## src/rtl/spi_master.sv

```systemverilog
// SPI mode-0 initiator: one 16-bit full-duplex frame per valid/ready request.
// The chip-select timing around each frame and the sck rate are set by parameters.
module spi_master #(
    parameter int unsigned CLK_DIV  = 4,
    parameter int unsigned CS_SETUP = 2,
    parameter int unsigned CS_HOLD  = 2,
    parameter int unsigned CS_GAP   = 4
) (
    input  logic        clk,
    input  logic        rst,
    input  logic [15:0] tx_data,
    input  logic        tx_valid,
    output logic        tx_ready,
    output logic [15:0] rx_data,
    output logic        rx_valid,
    output logic        sck,
    output logic        cs_n,
    output logic        mosi,
    input  logic        miso
);
    localparam int unsigned HW   = $clog2(CLK_DIV + 1);
    localparam int unsigned TMAX = (CS_SETUP > CS_HOLD)
                                   ? ((CS_SETUP > CS_GAP) ? CS_SETUP : CS_GAP)
                                   : ((CS_HOLD > CS_GAP) ? CS_HOLD : CS_GAP);
    localparam int unsigned TW   = $clog2(TMAX + 1);

    typedef enum logic [2:0] {IDLE, SETUP, XFER, HOLD, GAP} state_t;

    state_t        state;
    state_t        state_next;
    logic [TW-1:0] tmr;
    logic [HW-1:0] hcnt;
    logic [3:0]    bit_cnt;
    logic [15:0]   tx_shift;
    logic [15:0]   rx_shift;
    logic          tmr_done;
    logic          half_done;
    logic          last_fall;
    logic          cs_n_d;
    logic          tx_ready_d;
    logic          rx_valid_d;
    logic          sck_d;

    assign tmr_done  = (tmr == '0);
    assign half_done = (hcnt == '0);
    assign last_fall = (state == XFER) && half_done && sck && (bit_cnt == 4'd0);
    assign mosi      = tx_shift[15];

    always_ff @(posedge clk or posedge rst) begin
        if (rst) begin
            state <= IDLE;
        end else begin
            state <= state_next;
        end
    end

    always_comb begin
        state_next = state;
        case (state)
            IDLE:    if (tx_valid && tx_ready) state_next = SETUP;
            SETUP:   if (tmr_done) state_next = XFER;
            XFER:    if (last_fall) state_next = HOLD;
            HOLD:    if (tmr_done) state_next = GAP;
            GAP:     if (tmr_done) state_next = IDLE;
            default: state_next = IDLE;
        endcase
    end

    // Registered outputs are decoded from the next state so they change on
    // the same edge as the state register.
    always_comb begin
        cs_n_d     = 1'b1;
        tx_ready_d = 1'b0;
        sck_d      = 1'b0;
        case (state_next)
            SETUP, XFER, HOLD: cs_n_d     = 1'b0;
            IDLE:              tx_ready_d = 1'b1;
            default:           ;
        endcase
        rx_valid_d = (state == HOLD) && (state_next == GAP);
        if (state == XFER && !last_fall) begin
            sck_d = half_done ? ~sck : sck;
        end
    end

    always_ff @(posedge clk or posedge rst) begin
        if (rst) begin
            tmr      <= '0;
            hcnt     <= '0;
            bit_cnt  <= '0;
            tx_shift <= '0;
            rx_shift <= '0;
            rx_data  <= '0;
            rx_valid <= 1'b0;
            tx_ready <= 1'b1;
            cs_n     <= 1'b1;
            sck      <= 1'b0;
        end else begin
            tx_ready <= tx_ready_d;
            cs_n     <= cs_n_d;
            sck      <= sck_d;
            rx_valid <= rx_valid_d;
            if (rx_valid_d) begin
                rx_data <= rx_shift;
            end

            if (state_next != state) begin
                case (state_next)
                    SETUP:   tmr <= TW'(CS_SETUP - 1);
                    HOLD:    tmr <= TW'(CS_HOLD - 1);
                    GAP:     tmr <= TW'(CS_GAP - 1);
                    default: tmr <= '0;
                endcase
            end else if (!tmr_done) begin
                tmr <= tmr - TW'(1);
            end

            if (state == IDLE && state_next == SETUP) begin
                tx_shift <= tx_data;
            end

            if (state == SETUP && state_next == XFER) begin
                hcnt    <= HW'(CLK_DIV - 1);
                bit_cnt <= 4'd15;
            end else if (state == XFER) begin
                if (half_done) begin
                    hcnt <= HW'(CLK_DIV - 1);
                    if (!sck) begin
                        rx_shift <= {rx_shift[14:0], miso};
                    end else if (bit_cnt != 4'd0) begin
                        bit_cnt  <= bit_cnt - 4'd1;
                        tx_shift <= {tx_shift[14:0], 1'b0};
                    end
                end else begin
                    hcnt <= hcnt - HW'(1);
                end
            end
        end
    end
endmodule

```

## config.mk

```make
export PLATFORM = sky130hd
export DESIGN_NAME = spi_master
export DESIGN_NICKNAME = d
export VERILOG_FILES = /design/src/rtl/spi_master.sv
export SDC_FILE = /design/constraint.sdc
export NUM_CORES = 1
export LEC_CHECK = 0
export CORE_MARGIN = 2
export CORE_UTILIZATION = 30
export CTS_CLUSTER_DIAMETER = 150
export DETAILED_ROUTE_END_ITERATION = 10
export DONT_BUFFER_PORTS = 1
export PLACE_DENSITY = 0.56
export SLEW_MARGIN = 20
export SYNTH_ARGS = -nofsm -noshare
export SYNTH_HDL_FRONTEND = slang
export SYNTH_SLANG_ARGS = --single-unit
```

## constraint.sdc

```tcl
create_clock -name clk -period 4.6 [get_ports clk]
set_clock_uncertainty 0.2 [all_clocks]
set_input_delay 0.23 -clock clk [delete_from_list [all_inputs] [get_ports clk]]
set_output_delay 0.23 -clock clk [all_outputs]
set_load 0.05 [all_outputs]
```

## After elaboration in Yosys (flattened, before gate mapping)

Cells that the tools add are included.

| word-level totals | value |
|---|---|
| flip-flop bits (word level) | 65 |
| output and inout bits | 21 |
| bits of input ports | 20 |
| logic and storage cells | 77 |

| cells by class | value |
|---|---|
| multiplexer cells | 27 |
| $add $sub $neg | 3 |
| eq/ne operators | 11 |
| bitwise operators | 2 |
| reduce and logical (&&, ||, !) cells | 23 |

Operators by type and width:

| cell | number |
|---|---|
| $mux 16 | 6 |
| $mux 3 | 10 |
| $mux 4 | 5 |
| $pmux 3 s5 | 1 |
| $eq 3x2->1 const B | 4 |
| $logic_not 3->1 | 4 |
| $logic_and 1x1->1 | 8 |
| $reduce_and 4->1 | 2 |
| $reduce_bool 2->1 | 4 |
| $eq 3x1->1 const B | 2 |
| $eq 3x3->1 const B | 2 |
| $sub 3x1->3 const B | 2 |
| $logic_not 4->1 | 1 |
| $mux 1 | 4 |
| $pmux 2 s2 | 1 |
| $reduce_bool 4->1 | 1 |
| $sub 4x1->4 const B | 1 |
| $ne 3x3->1 | 1 |
| $reduce_or 3->1 | 1 |
| $ne 2x1->1 const B | 1 |
| $ne 2x2->1 const B | 1 |
| $not 1->1 | 2 |
| $reduce_or 2->1 | 1 |
| $logic_not 1->1 | 1 |

## Depth between registers and ports, before layout

Gate-level depths: netlist of the first run.

| logic depth | value |
|---|---|
| depth in word-level cells | 14 |
| depth in mapped cells | 7 |
| gate-level depth less buffers | 6 |

## Worst setup path before layout of the first run

OpenSTA, ideal clock, no wires.

| timing | value |
|---|---|
| kind | register to register |
| start point | register tmr[0] |
| end point | register rx_data[0] |
| setup slack | 2371 ps |
| stages on the path, launching flop included | 8 |
| arrival | 1904 ps |
| buffers on the path | 2 |
| setup time | 125 ps |
| clock period less this slack | 2229 ps |
| data required time | 4275 ps |
| cell sequence | dfrtp_1 -> inv_1 -> ha_1 -> nand3b_1 -> or3b_2 -> buf_2 -> buf_1 -> mux2_2 |

| on the way | value |
|---|---|
| longest elaborated chain between the ends | 5 |
| elaborated cells between the ends (all ways) | 7 |
| those cells by class | eq/ne (1); mux (4); reduce/logical (2) |

RTL lines:

| element | line | text |
|---|---|---|
| start, declared | 31 | `logic [TW-1:0] tmr;` |
| start signal, assigned | 109 | `SETUP: tmr <= TW'(CS_SETUP - 1);` |
| start signal, assigned | 110 | `HOLD: tmr <= TW'(CS_HOLD - 1);` |
| start signal, assigned | 111 | `GAP: tmr <= TW'(CS_GAP - 1);` |
| $logic_not 3->1 (*) | 44 | `assign tmr_done = (tmr == '0);` |
| $mux 3, on equally long branches | 64, 61, 63 |  |
| $pmux 3 s5 (*) | 59 | `case (state)` |
| $eq 3x3->1 (*) | 80 | `rx_valid_d = (state == HOLD) && (state_next == GAP);` |
| $logic_and 1x1->1 (*) | 80 |  |
| end signal, assigned | 104 | `rx_data <= rx_shift;` |
| end, declared | 14 | `output logic [15:0] rx_data,` |

Every way passes the cells marked *; elsewhere a longest branch is shown, timed or not.
A chain may end at the register's enable or synchronous reset.

## Final worst setup path of the first run

| timing | value |
|---|---|
| start point | register state[2] |
| end point | register rx_shift[15] |

| on the way | value |
|---|---|
| longest elaborated chain between the ends | 10 |
| elaborated cells between the ends (all ways) | 18 |
| those cells by class | eq/ne (5); mux (6); bitwise (1); reduce/logical (6) |

RTL lines:

| element | line | text |
|---|---|---|
| start, declared | 29 | `state_t state;` |
| start signal, assigned | 53 | `state <= state_next;` |
| $eq 3x2->1 | 46, 59, 125 |  |
| $logic_and 1x1->1 (3 in series) | 46 | `assign last_fall = (state == XFER) && half_done && sck && (bit_cnt == 4'd0);` |
| $mux 3 | 62 | `XFER: if (last_fall) state_next = HOLD;` |
| $pmux 3 s5 | 59 |  |
| $eq 3x2->1 | 122 | `if (state == SETUP && state_next == XFER) begin` |
| $logic_and 1x1->1 | 122 |  |
| $not 1->1 (no source line) | n/a |  |
| $reduce_and 4->1 (no source line) (*) | n/a |  |
| end signal, assigned | 129 | `rx_shift <= {rx_shift[14:0], miso};` |
| end, declared | 35 | `logic [15:0] rx_shift;` |

Marked as above.

==> results.yml, run 1 <==
placed_design:
  postPlaceCellArea_um2: 3020
  post-dp-hpwl_um: 3230
  portBuffers: 0
  place_congestion: 0.769
setup_path:
  path_cells: "or3b_1, or3_4, mux2_4"
  crit_required_ns: 4.63
  critPathKind: "register to register"
  critPathArrivalTime_ns: 2.32
  cpMaxStageDelayCell: "or3_4"
  critPathLaunch: "state[2]"
  critPathTopFamily: "simple AND/OR/NAND/NOR gates"
  endpoint_kind: "register"
  critPathBufInv: 0
  path_max_fanout: 16
  r2r-start: "state[2]"
  cp_slowest_stage_delay_ns: 0.56
  critPathLaunchType: "register"
global_routing:
  grt_pass1_vias: 1697
  grt_use_total_pct: 10.4
  grt-ovfl-total: 0
  grt_max_degree: 66
  grt_pass1_wl_um: 8350
  antenna_found_initial: 0
clock_network:
  numClockSinks: 65
  clock_latency_ns: 0.34
  clockBufferDepth: 2
  htree_levels: 3
  clkSlewWorstSetupHoldPaths_ns: 0.07
  cts.repair.resized: 0
  cts_tree: "built"
  cts_root_buffer: "clkbuf_8"
  hold_buffers: 18
  cts_setup_buffers: 0
  cts-buffers-inserted: 9
logic_synthesis:
  synthCells: 237
  ys_top_cells_by_area: "dfrtp_1 54%, mux2_2 8.5%, mux2i_1 6.2%, mux2_4 5.1%, o21ai_0 2.9%"
  syn-num-nets: 263
  synthDistinctLibCells: 40
  async_reset_ff_share_pct: 100
  avgSynthCellArea_um2: 12.3
  synth-edff-count: 0
  synth-seq-cells: 65
  yosysTopAreaCell: "dfrtp_1"
  synth_warnings: 0
  synth.most_common_cell: "dfrtp_1"
  synth_flop_cell: "dfrtp_1"
  ys_seq_area_share_pct: 55.8
  netlist.area_leader.share_pct: 54.0
  synth_common_cells: "63 x dfrtp_1, 22 x mux2_2, 22 x nand2_1"
  syn_area_um2: 2920
floorplan:
  start_util_pct: 30.5
  die_area_um2: 10500
  dieWidth_um: 103
  num_rows: 36
  io_pins: 41
  die_h_um: 103
  coreArea_um2: 9590
timing:
  period_minus_slack_ns: 2.28
  finalHoldViolations: 0
  relSlewSlack_pct: 46.0
  setup_viol_count_final: 0
  tightest_slew_ns: 0.810
  rsz0062_at_grt: "false"
  max_freq_ghz: 0.438
  maxSlewViolCount: 0
  period_share_pct: 49.7
  hold_ws_ns: 0.284
  tns_ns: 0
power:
  power.density_nw_per_um2: 573
  power.total_mw: 1.95
  p_leak_nw: 1.54
  vdd_ir_drop_max_mv: 0.155
layout:
  antenna_cells: 0
  final_area_um2: 3400
  fill_cells: 927
  area_growth_pct: 16.4
  final_util_pct: 35.5
  drive_gt1_share_pct: 21.9
  nets: 281
detailed_routing:
  viasPerCell: 4.48
  drtIter0Drc: 82
  vias: 1760
  wl_per_cell_um: 12.8
  dr.pass1.iters: 4
  routed_wl_um: 5050
  drtAntennaViolNets: 0
  drcViolationCount: 0
min_path:
  min_path_type: "register to register"
  worstHoldStart: "tx_shift[0]"
outcome:
  status: "finished clean"
flow_run:
  maxCapViolCount: 0
-- flip-flops by register name, summed over array words and instances, names as in the netlist --
signal    flops
tmr           3
tx_ready      1
sck           1
tx_shift     16
state         3
rx_valid      1
hcnt          3
bit_cnt       4
rx_shift     16
cs_n          1
rx_data      16
-- per-stage QoR --
| stage | worst slack (ns) | instances |
|---|---|---|
| after global routing | 2.19 | 393 |
| final | 2.32 | 393 |
| after CTS | 1.95 | 392 |
| after detailed placement | 1.96 | 358 |
| after global placement | 2.01 | 358 |
| after floorplan | 2.37 | 237 |
-- final cells by class --
| cell class | count | area [um^2] | share of cell area (%) |
|---|---|---|---|
| multi-input cells | 149 | 1170 | 34.5 |
| well taps | 133 | 166 | 4.89 |
| flip-flops and latches | 65 | 1630 | 47.9 |
| clock inverters | 5 | 56.3 | 1.66 |
| inverters | 9 | 33.8 | 0.993 |
| clock buffers | 11 | 131 | 3.86 |
| repair buffers | 21 | 210 | 6.18 |
-- layer usage --
metal / track usage, % / up-vias / routed length, um
met3: 4.14 / 8 / 298
met5: 0 / - / 0
met2: 14.6 / 31 / 2300
li1: - / 851 / -
met1: 13.4 / 870 / 2350
met4: 6.46 / 0 / 106
-- where the power goes --
group | switching [mW] | total (mW) | internal, mW
Combinational | 0.234 | 0.480 | 0.246
Clock | 0.219 | 0.469 | 0.250
Sequential | 0.249 | 1.00 | 0.752
-- cell usage in the layout, fill, tap and decap left out, drive strengths merged --
master,n
nand2,22
clkbuf,11
a31oi,2
nand2b,2
xor2,2
mux2,32
o211ai,1
clkinv,3
nor2,9
o31ai,1
a21oi,3
nor3b,4
nor3,7
xnor2,1
ha,6
clkinvlp,1
o32a,1
o22ai,1
inv,9
or3,4
nand3,3
mux2i,18
o2bb2ai,1
nand3b,3
buf,3
a211oi,1
bufinv,1
nor2b,2
dfrtp,63
nor4,2
or3b,2
dfstp,2
or2,1
a21boi,1
o21ai,17
dlygate4sd3,18
-- worst register-to-register path, stage by stage, from the launching register on --
cell and delay (ns):
dfrtp_1 0.52, or3b_1 0.55, or3_4 0.56, mux2_4 0.34
-- path summary, 6_finish.rpt --
check / cells after the start / to / slack [ns]
max in group asynchronous: 3 / tmr[0] / 3.29
min in group asynchronous: 3 / rx_shift[10] / 0.39
worst max-delay path: 3 / rx_shift[15] / 2.32
worst min-delay path: 2 / tx_shift[1] / 0.28
worst max register to register: 3 / rx_shift[15] / 2.32
worst min register to register: 2 / tx_shift[1] / 0.28
-- cell families after synthesis --
family                   share of synthesized area, %
AO/OA/AOI/OAI                                    5.74
XOR/XNOR                                        0.900
adder cells (fa/ha/maj)                          2.57
buffers and inverters                            4.45
flip-flops                                       55.8
multiplexers                                     19.8
AND/OR/NAND/NOR                                  10.8
Note: power is estimated with default switching activity, not from simulation.
==> run 2: changes to the inputs <==
- clock period: 4.6 -> 2.2 ns (I/O delays scaled with it)
==> results.yml, run 2 (synthesis results as in run 1) <==
outcome:
  status: "finished clean"
floorplan:
  die_h_um: 103
  dieWidth_um: 103
  coreArea_um2: 9590
  num_rows: 36
  io_pins: 41
  start_util_pct: 30.5
  die_area_um2: 10500
clock_network:
  clkSlewWorstSetupHoldPaths_ns: 0.08
  clock_latency_ns: 0.34
  clockBufferDepth: 2
  htree_levels: 3
  cts_tree: "built"
  numClockSinks: 65
  cts-buffers-inserted: 9
  cts_root_buffer: "clkbuf_8"
layout:
  nets: 290
  final_area_um2: 3540
  final_common_cell: "dfrtp_1"
  antenna_cells: 0
  reg.largest.list: "rx_data: 16 flops, rx_shift: 16 flops, tx_shift: 16 flops"
  drive_gt1_share_pct: 25.7
  final_cell_mix: "63 x dfrtp_1, 22 x nand2_1, 22 x mux2_2"
  area_growth_pct: 21.3
  fin_cells: 402
detailed_routing:
  wl_per_cell_um: 12.6
  drtIter0Drc: 83
  dr.pass1.iters: 4
  viasPerCell: 4.51
  drtAntennaViolNets: 0
  routed_wl_um: 5090
  vias: 1812
  drcViolationCount: 0
timing:
  finalHoldViolations: 0
  period_minus_slack_ns: 2.01
  period_share_pct: 91.5
  tightest_slew_ns: 0.579
  tns_ns: 0
  max_freq_ghz: 0.497
  setup_viol_count_final: 0
  maxSlewViolCount: 0
  relSlewSlack_pct: 61.4
  rsz0062_at_grt: "false"
global_routing:
  antenna_found_initial: 0
  grt_pass1_wl_um: 8690
  grt-ovfl-total: 0
  grt_pass1_vias: 1818
  grt_max_degree: 42
  grt_use_total_pct: 10.9
setup_path:
  r2r-start: "state[0]"
  worst-r2r-setup-slack_ns: 0.19
  crit_required_ns: 2.24
  ff2ff_path_depth: 3
  rr_endpoint: "rx_shift[13]"
  path_max_fanout: 16
  critPathLaunchType: "register"
  critPathKind: "register to register"
  critPathArrivalTime_ns: 2.05
  endpoint_kind: "register"
placed_design:
  portBuffers: 0
  post-dp-hpwl_um: 3260
  postPlaceCellArea_um2: 3130
  dp.cells: 368
  place_congestion: 0.730
flow_run:
  maxCapViolCount: 0
min_path:
  min_path_type: "primary input to async pin"
power:
  vdd_ir_drop_max_mv: 0.473
  p_leak_nw: 1.61
  power.density_nw_per_um2: 1230
[run 2: worst max-delay path by stage]
stage                              end  slack, ns  startpoint
final                     rx_shift[13]       0.19    state[0]
after global routing      rx_shift[13]       0.11     hcnt[0]
after CTS                  rx_data[10]       0.02      tmr[0]
after detailed placement   rx_data[10]       0.04      tmr[0]
after global placement     rx_data[10]       0.07      tmr[0]
after floorplan            rx_shift[0]       0.03    state[0]
[run 2: layout make-up]
cell class,count,area (um^2)
Sequential cell,65,1630
Multi-Input combinational cell,149,1180
Tap cell,133,166
Inverter,9,33.8
Clock inverter,7,100
Timing Repair Buffer,30,308
Clock buffer,9,124
Fill cell,932,6050
[run 2: repair_timing]
action                                  in CTS  in global routing
hold buffers                                18                  0
endpoints found under the setup margin       0                 18
buffers inserted                             0                  0
resized for setup                            0                  2
hold endpoints to repair                    80                  0
[run 2: routing by layer]
layer | share of wire [%] | track usage (%) | up-vias
met5 | 0 | 0 | -
met4 | 1.9 | 5.54 | 0
met3 | 4.1 | 3.59 | 6
met2 | 45 | 15.9 | 32
met1 | 49 | 14.3 | 897
li1 | - | - | 877
[run 2: where the power goes]
| group | switching, mW | internal, mW | leakage [nW] |
|---|---|---|---|
| Sequential | 0.414 | 1.57 | 0.819 |
| Combinational | 0.605 | 0.595 | 0.678 |
| Clock | 0.524 | 0.650 | 0.115 |
[run 2: worst max-delay path, cell delays in order (launching register included)]
cell and delay, ns:
dfrtp_1 0.45, or3b_1 0.43, or3_4 0.49, mux2_4 0.34
[run 2: through the flow]
| stage | utilization [%] | setup WS (ns) | power [mW] | hold WS (ns) |
|---|---|---|---|---|
| detailed placement | 32.6 | 0.0374 | 3.19 | -0.107 |
| global placement | 32.6 | 0.0730 | 3.15 | -0.112 |
| finish | 36.9 | 0.188 | 4.36 | 0.0774 |
| global route | 36.9 | 0.112 | 4.68 | 0.115 |
| floorplan | - | 0.0306 | 2.94 | 0.0585 |
| CTS | 36.9 | 0.0163 | 4.41 | 0.0876 |
==> run 3: changes to the inputs <==
- RECOVER_POWER: not set -> 50
==> results.yml, run 3 (synthesis results as in run 1) <==
timing:
  hold_ws_ns: 0.0981
  finalHoldViolations: 0
  max_freq_ghz: 0.497
  tns_ns: 0
  setup_viol_count_final: 0
  maxSlewViolCount: 0
  period_minus_slack_ns: 2.01
  period_share_pct: 91.5
  rsz0062_at_grt: "false"
  relSlewSlack_pct: 30.1
  tightest_slew_ns: 1.05
floorplan:
  start_util_pct: 30.5
  die_h_um: 103
  num_rows: 36
  dieWidth_um: 103
  die_area_um2: 10500
  io_pins: 41
  coreArea_um2: 9590
layout:
  final_cell_mix: "63 x dfrtp_1, 22 x nand2_1, 22 x mux2_2"
  reg.largest.list: "rx_data: 16 flops, rx_shift: 16 flops, tx_shift: 16 flops"
  area_growth_pct: 21.2
  drive_gt1_share_pct: 24.9
  final_area_um2: 3540
  fin_cells: 402
  antenna_cells: 0
  nets: 290
  final_common_cell: "dfrtp_1"
flow_run:
  maxCapViolCount: 0
power:
  vdd_ir_drop_max_mv: 0.473
  p_leak_nw: 1.61
  power.density_nw_per_um2: 1230
  power.total_mw: 4.35
setup_path:
  critPathKind: "register to register"
  ff2ff_path_depth: 3
  rr_endpoint: "rx_shift[6]"
  cp_slowest_stage_delay_ns: 0.49
  critPathTopFamily: "simple AND/OR/NAND/NOR gates"
  endpoint_kind: "register"
  r2r-start: "state[0]"
  crit_required_ns: 2.24
  critPathLaunchType: "register"
  critPathBufInv: 0
  worst-r2r-setup-slack_ns: 0.19
  cpMaxStageDelayCell: "or3_4"
  path_max_fanout: 16
  critPathArrivalTime_ns: 2.05
  path_cells: "or3b_1, or3_4, mux2_4"
global_routing:
  grt_max_degree: 42
  grt_use_total_pct: 10.9
  grt_pass1_wl_um: 8690
  grt_pass1_vias: 1818
  antenna_found_initial: 0
  grt-ovfl-total: 0
min_path:
  min_to: "tx_shift[0]"
  min_path_type: "primary input to register"
  whs_path_depth: 5
  worstHoldStart: "tx_valid"
clock_network:
  cts_root_buffer: "clkbuf_8"
  clock_latency_ns: 0.34
  cts-buffers-inserted: 9
  numClockSinks: 65
  htree_levels: 3
  cts_setup_buffers: 0
  clockBufferDepth: 2
  cts_tree: "built"
  clkSlewWorstSetupHoldPaths_ns: 0.08
detailed_routing:
  vias: 1810
  drtIter0Drc: 83
  viasPerCell: 4.50
  routed_wl_um: 5080
  dr.pass1.iters: 4
  wl_per_cell_um: 12.6
  drcViolationCount: 0
  drtAntennaViolNets: 0
outcome:
  status: "finished clean"
placed_design:
  postPlaceCellArea_um2: 3130
  portBuffers: 0
  dp.cells: 368
  place_congestion: 0.730
  post-dp-hpwl_um: 3260
[run 3: worst max-delay path by stage]
stage	from	endpoint	slack [ns]	cells past startpoint
after floorplan	state[0]	rx_shift[0]	0.03	7
after global placement	tmr[0]	rx_data[10]	0.07	5
after detailed placement	tmr[0]	rx_data[10]	0.04	5
after CTS	tmr[0]	rx_data[10]	0.02	5
after global routing	hcnt[0]	rx_shift[13]	0.11	5
final	state[0]	rx_shift[6]	0.19	3
[run 3: per-layer routing]
layer / vias up / part of all wire [%] / GRT usage, %
li1: 876 / - / -
met4: 0 / 1.9 / 5.54
met2: 32 / 45 / 15.9
met3: 6 / 4.1 / 3.59
met1: 896 / 49 / 14.3
met5: - / 0 / 0
[run 3: worst register-to-register path, delay by kind of cell, from the launching register on]
family,cells,cell delay (ns)
and+or+nand+nor,2,0.92
DFF,1,0.45
muxes,1,0.34
[run 3: layout make-up]
cell class / instances / area, um^2
clock buffer: 9 / 124
clock inverter: 7 / 100
fill: 934 / 6050
inverter: 9 / 33.8
multi-input combinational: 149 / 1180
sequential: 65 / 1630
tap: 133 / 166
timing repair buffer: 30 / 304
[run 3: what timing repair did]
action                                  4_1_cts  5_1_grt
endpoints found under the hold margin        80        0
endpoints found under the setup margin        0       18
gates resized for setup                       0        2
hold buffers                                 18        0
[run 3: where the power goes]
part	total [mW]	internal (mW)	switching, mW	leakage, nW
logic	1.19	0.590	0.605	0.675
registers	1.98	1.57	0.413	0.819
clock network	1.17	0.650	0.524	0.115
total	4.35	2.81	1.54	1.61
[run 3: per-stage QoR]
| step | setup slack [ns] | util, % |
|---|---|---|
| after floorplan | 0.0306 | - |
| after global placement | 0.0730 | 32.6 |
| after detailed placement | 0.0374 | 32.6 |
| after CTS | 0.0163 | 36.9 |
| after global routing | 0.112 | 36.9 |
| final | 0.187 | 36.9 |
